File: src/rtl/mem_wr_arbiter.sv
// mem_wr_arbiter: per-port skid FIFOs feeding one registered memory-write channel, TDM or round-robin with optional frame lock
module mem_wr_arbiter #(
    parameter int pPORTS      = 3,
    parameter int pDATA_W     = 32,
    parameter int pFIFO_DEPTH = 4,
    parameter int pMODE       = 1,
    parameter int pFRAME_LOCK = 0,
    parameter int pTAG_W      = $clog2(pPORTS + 1)
) (
    input  logic                        i_clk,
    input  logic                        i_reset,
    input  logic [pPORTS-1:0]           i_valid,
    input  logic [pPORTS*pDATA_W-1:0]   i_data,
    input  logic [2*pPORTS-1:0]         i_info,
    input  logic [2*pPORTS-1:0]         i_extra_byte,
    output logic [pPORTS-1:0]           o_ready,
    output logic [pPORTS-1:0]           o_overflow,
    input  logic                        i_mem_ready,
    output logic                        o_en_mem,
    output logic [pDATA_W-1:0]          o_data,
    output logic [pTAG_W-1:0]           o_port_num,
    output logic [1:0]                  o_info_port,
    output logic [1:0]                  o_extra_byte
);
    localparam int AW = $clog2(pFIFO_DEPTH);
    localparam int EW = pDATA_W + 4;

    logic [EW-1:0]      mem_q [pPORTS][pFIFO_DEPTH];
    logic [EW-1:0]      mem_d [pPORTS][pFIFO_DEPTH];
    logic [AW-1:0]      wp_q [pPORTS];
    logic [AW-1:0]      wp_d [pPORTS];
    logic [AW-1:0]      rp_q [pPORTS];
    logic [AW-1:0]      rp_d [pPORTS];
    logic [AW:0]        cnt_q [pPORTS];
    logic [AW:0]        cnt_d [pPORTS];
    logic [pPORTS-1:0]  ovf_q, ovf_d;
    logic               en_q, en_d;
    logic [pDATA_W-1:0] data_q, data_d;
    logic [pTAG_W-1:0]  tag_q, tag_d;
    logic [1:0]         info_q, info_d;
    logic [1:0]         xb_q, xb_d;
    logic [pTAG_W-1:0]  slot_q, slot_d;
    logic [pTAG_W-1:0]  last_q, last_d;
    logic [pTAG_W-1:0]  lock_port_q, lock_port_d;
    logic               lock_q, lock_d;
    logic [pPORTS-1:0]  full, empty, push, pop;
    logic               free, gnt_ok;
    logic [pTAG_W-1:0]  gnt;
    logic [EW-1:0]      head;
    int                 idx;

    always_comb begin
        for (int p = 0; p < pPORTS; p++) begin
            full[p]  = cnt_q[p][AW];
            empty[p] = cnt_q[p] == '0;
            push[p]  = i_valid[p] && !full[p];
        end
    end

    // Reverse scan so the last hit is the nearest port after last_q.
    always_comb begin
        gnt    = '0;
        gnt_ok = 1'b0;
        idx    = 0;
        if (pMODE == 0) begin
            gnt    = slot_q;
            gnt_ok = !empty[slot_q];
        end else if (pFRAME_LOCK != 0 && lock_q) begin
            gnt    = lock_port_q;
            gnt_ok = !empty[lock_port_q];
        end else begin
            for (int i = pPORTS; i >= 1; i--) begin
                idx = (int'(last_q) + i) % pPORTS;
                if (!empty[idx]) begin
                    gnt    = pTAG_W'(idx);
                    gnt_ok = 1'b1;
                end
            end
        end
    end

    assign head = mem_q[gnt][rp_q[gnt]];
    assign free = !en_q || i_mem_ready;

    always_comb begin
        mem_d       = mem_q;
        wp_d        = wp_q;
        rp_d        = rp_q;
        cnt_d       = cnt_q;
        ovf_d       = ovf_q | (i_valid & full);
        en_d        = en_q;
        data_d      = data_q;
        tag_d       = tag_q;
        info_d      = info_q;
        xb_d        = xb_q;
        slot_d      = slot_q;
        last_d      = last_q;
        lock_d      = lock_q;
        lock_port_d = lock_port_q;
        pop         = '0;
        if (free) begin
            en_d = gnt_ok;
            if (pMODE == 0)
                slot_d = (slot_q == pTAG_W'(pPORTS - 1)) ? '0 : slot_q + 1'b1;
            if (gnt_ok) begin
                pop[gnt]                        = 1'b1;
                {data_d, info_d, xb_d}          = head;
                tag_d                           = gnt + 1'b1;
                if (pMODE != 0)
                    last_d = gnt;
                if (pMODE != 0 && pFRAME_LOCK != 0) begin
                    lock_d      = (head[3:2] == 2'b01) ? 1'b1 : head[3] ? 1'b0 : lock_q;
                    lock_port_d = (head[3:2] == 2'b01) ? gnt : lock_port_q;
                end
            end
        end
        for (int p = 0; p < pPORTS; p++) begin
            if (push[p]) begin
                mem_d[p][wp_q[p]] = {i_data[p*pDATA_W +: pDATA_W], i_info[2*p +: 2], i_extra_byte[2*p +: 2]};
                wp_d[p]           = wp_q[p] + 1'b1;
            end
            if (pop[p])
                rp_d[p] = rp_q[p] + 1'b1;
            cnt_d[p] = cnt_q[p] + (AW+1)'(push[p]) - (AW+1)'(pop[p]);
        end
    end

    always_ff @(posedge i_clk) begin
        mem_q <= mem_d;
        if (i_reset) begin
            wp_q        <= '{default: '0};
            rp_q        <= '{default: '0};
            cnt_q       <= '{default: '0};
            ovf_q       <= '0;
            en_q        <= 1'b0;
            data_q      <= '0;
            tag_q       <= '0;
            info_q      <= '0;
            xb_q        <= '0;
            slot_q      <= '0;
            last_q      <= pTAG_W'(pPORTS - 1);
            lock_q      <= 1'b0;
            lock_port_q <= '0;
        end else begin
            wp_q        <= wp_d;
            rp_q        <= rp_d;
            cnt_q       <= cnt_d;
            ovf_q       <= ovf_d;
            en_q        <= en_d;
            data_q      <= data_d;
            tag_q       <= tag_d;
            info_q      <= info_d;
            xb_q        <= xb_d;
            slot_q      <= slot_d;
            last_q      <= last_d;
            lock_q      <= lock_d;
            lock_port_q <= lock_port_d;
        end
    end

    assign o_ready      = ~full;
    assign o_overflow   = ovf_q;
    assign o_en_mem     = en_q;
    assign o_data       = data_q;
    assign o_port_num   = tag_q;
    assign o_info_port  = info_q;
    assign o_extra_byte = xb_q;
endmodule

File: config.mk
export PLATFORM = sky130hd
export DESIGN_NAME = mem_wr_arbiter
export DESIGN_NICKNAME = d
export VERILOG_FILES = /design/src/rtl/mem_wr_arbiter.sv
export SDC_FILE = /design/constraint.sdc
export NUM_CORES = 1
export LEC_CHECK = 0
export ABC_CLOCK_PERIOD_IN_PS = 3200
export BUFFER_PORTS_ARGS = -buffer_cell sky130_fd_sc_hd__buf_2
export CAP_MARGIN = 5
export CELL_PAD_IN_SITES_DETAIL_PLACEMENT = 1
export CELL_PAD_IN_SITES_GLOBAL_PLACEMENT = 1
export CORE_ASPECT_RATIO = 1.2
export CORE_MARGIN = 3
export CORE_UTILIZATION = 45
export CTS_CLUSTER_DIAMETER = 200
export DETAILED_ROUTE_END_ITERATION = 12
export HOLD_SLACK_MARGIN = 0.03
export PLACE_DENSITY_LB_ADDON = 0.1
export SLEW_MARGIN = 20
export SYNTH_ARGS = -nofsm -noshare
export SYNTH_HDL_FRONTEND = slang
export SYNTH_SLANG_ARGS = --single-unit
export TNS_END_PERCENT = 20
File: constraint.sdc
create_clock -name i_clk -period 3.2 [get_ports i_clk]
set_input_delay 0 -clock i_clk [delete_from_list [all_inputs] [get_ports i_clk]]
set_output_delay 0 -clock i_clk [all_outputs]
set_load 0.03 [all_outputs]
==> metrics.txt <==
number of global-route vias before repair 13,800; wire length on met2 29.3 mm; Cells after Synth 1,403; CTS tree built; post-DR vias/cell 5.63; post-synthesis sequential area ratio 72.6%; reg-to-reg slack, setup 0.18 ns; Seq cells post-synth 497; RSZ-0062 raised after global routing yes; post-route minimum period 3.02 ns; GPL Wtd Cong 0.753; CTS clock-pin slew for the worst setup and hold paths 0.07 ns; Worst Path Max Fanout 8; leakage 8.89 nW; status finished clean; reg2reg end cnt_q[8]; Core Region 43,000 sq um; Routed WL 57.3 mm; required time worst endpoint 3.67 ns; worst-skew pair later-pin latency 0.59 ns; Max Cap Viol 0; FP Rows 83; synthesized cell area 19,700 sq um; clk sink count 497; worst clock skew 0.0115 ns; crit path capture type register; Worst Setup Start Kind register; Final Cycle Share 94.4%; worst setup path start last_q[1]; drt first pass iters 7; post-CTS setup buffers 0; Num CTS Buffers 49; hold path start i_data[70]; Final HPWL DP 31.5 mm; most common cell after layout, fill and taps aside edfxtp_1; # nets final 1,816; synth unique cells 42; Initial Util 45.7%; Filler Cells Inserted 4,231; GRT Total Usage 24.7%; global-route wire length before repair 85.7 mm; commonest cells after routing, fill and taps aside edfxtp_1 (432), nand2_1 (291), buf_2 (158); WHS 0.162 ns; GRT overflow 0; die height 235 microns; Top FF cell, synth edfxtp_1; Fmax 331 MHz; # IOs 159; die area 46,200 sq um; endpoints failing setup 0; hold depth 2; PwrDens 1070 nW/um^2; highest routed layer met5; Clock Tree Root clkbuf_16; antenna violations before repair 4; EDFF count, synth 432; top cell type by total area after synthesis edfxtp_1; Synth area leaders edfxtp_1 (66%), dfxtp_1 (6.6%), nand2_1 (5.6%), mux2i_1 (3.7%), a221o_1 (3.7%); fraction of layout cells with a size suffix above 1 17.8%; DR iter-0 viols 900; Critical Path AT 3.49 ns; top cell type's share of synthesized area 66.0%; Setup Crit Path Kind register to register; final hold viol count 0; Post-Place Cell Area 21,300 sq um; Metal-1 WL 23.7 mm; I/O Buffers 158; DR WL met3 2.64 mm; DRC 0; hold crit path type input port to register; Rel. slew slack 47.8%; ys async rst share 0%; H-tree levels 2; P&R area growth vs syn 22.5%; Syn Nets 1,540; pin count of the biggest net entering global routing 89; antenna-violating nets left 0; DR vias 12,800; YS warnings 0; Worst Tran Pin Value 0.783 ns; Avg Cell Area, Syn 14.0 sq um; design area 24,100 sq um; reg-to-reg startpoint last_q[1]; hold endpoint mem_q[82]; maximum vdd drop 1.50 mV; pins over their slew limit 0; Final TNS setup 0 ns; die width 197 microns; Max Root-Sink Buffers 3; FF-to-FF path depth 13; Avg WL per Cell 25.2 microns
worst max-delay path by stage:
stage,to,slack [ns],depth (start not counted)
floorplan,cnt_q[2],0.04,16
global placement,cnt_q[2],0.12,12
detailed placement,cnt_q[2],0.09,12
CTS,cnt_q[2],0.08,12
global route,cnt_q[8],-0.09,13
finish,cnt_q[8],0.18,13
state kept, by name, summed over array words and instances, names as in the netlist:
| name | cells |
|---|---|
| o_data | 32 |
| last_q | 2 |
| mem_q | 432 |
| o_info_port | 2 |
| rp_q | 6 |
| o_en_mem | 1 |
| o_port_num | 2 |
| cnt_q | 9 |
| o_extra_byte | 2 |
| wp_q | 6 |
| o_overflow | 3 |
logic make-up (layout without fill, tap and decap cells):
kind of cell	count (synthesis)	in the layout	share of synthesized area [%]
compound gates	276	276	10.0
buf+inv	120	435	2.84
fa+ha+maj	23	23	1.58
simple gates	398	398	8.49
flops	497	497	72.6
xor+xnor	15	15	0.668
mux	74	74	3.79
other cells	0	3	0
final cells by class:
class | instances | area (sq um) | share of cell area (%)
diodes | 3 | 7.51 | 0.0312
clock buffers | 69 | 1360 | 5.66
clock inverters | 21 | 241 | 1.00
inverters | 25 | 93.8 | 0.390
multi-input cells | 786 | 4890 | 20.3
flip-flops and latches | 497 | 14300 | 59.3
well taps | 552 | 691 | 2.87
repair buffers | 320 | 2520 | 10.5
repair_timing:
item / CTS / global route
setup endpoints to repair: 0 / 29
gates resized for setup: 0 / 7
endpoints found under the hold margin: 460 / 0
hold buffers: 117 / 0
power breakdown:
group,switching (W),internal (W)
registers,0.000335,0.00798
logic,0.00762,0.00398
clock network,0.00244,0.00337
total,0.0104,0.0153
critical path, stage by stage, from the launching register on:
cell and delay (ns):
dfxtp_1 0.35, inv_1 0.06, ha_1 0.27, o21ai_0 0.41, and3_4 0.35, and3_1 0.23
ha_1 0.24, inv_1 0.06, ha_1 0.13, inv_1 0.05, fa_1 0.37, xnor2_1 0.19
xnor2_1 0.14, nor2_1 0.05
metrics by stage:
stage               worst slack (ns)  cells  utilization [%]  total power (W)
global placement               0.116   2063             49.5           0.0196
finish                         0.181   2273             56.0           0.0257
CTS                           0.0836   2270             55.9           0.0259
global route                 -0.0875   2273             56.0           0.0273
floorplan                     0.0408   1403                -           0.0165
detailed placement            0.0904   2063             49.5           0.0199
Yosys cell counts (all sizes together), types with 13 or more instances:
master  number
nor3        41
mux2i       73
o211ai      74
a21oi       81
o21ai       41
nand2      292
dfxtp       65
buf         51
nor2        32
clkbuf      44
inv         25
edfxtp     432
and2        13
ha          20
a221o       72
per-layer routing:
metal / track usage, % / vias to the layer above
met5: 0 / -
met1: 32.0 / 6530
met2: 42.9 / 365
li1: - / 5800
met3: 3.47 / 105
met4: 8.32 / 2
No activity file was read; power rests on OpenSTA's default activity.
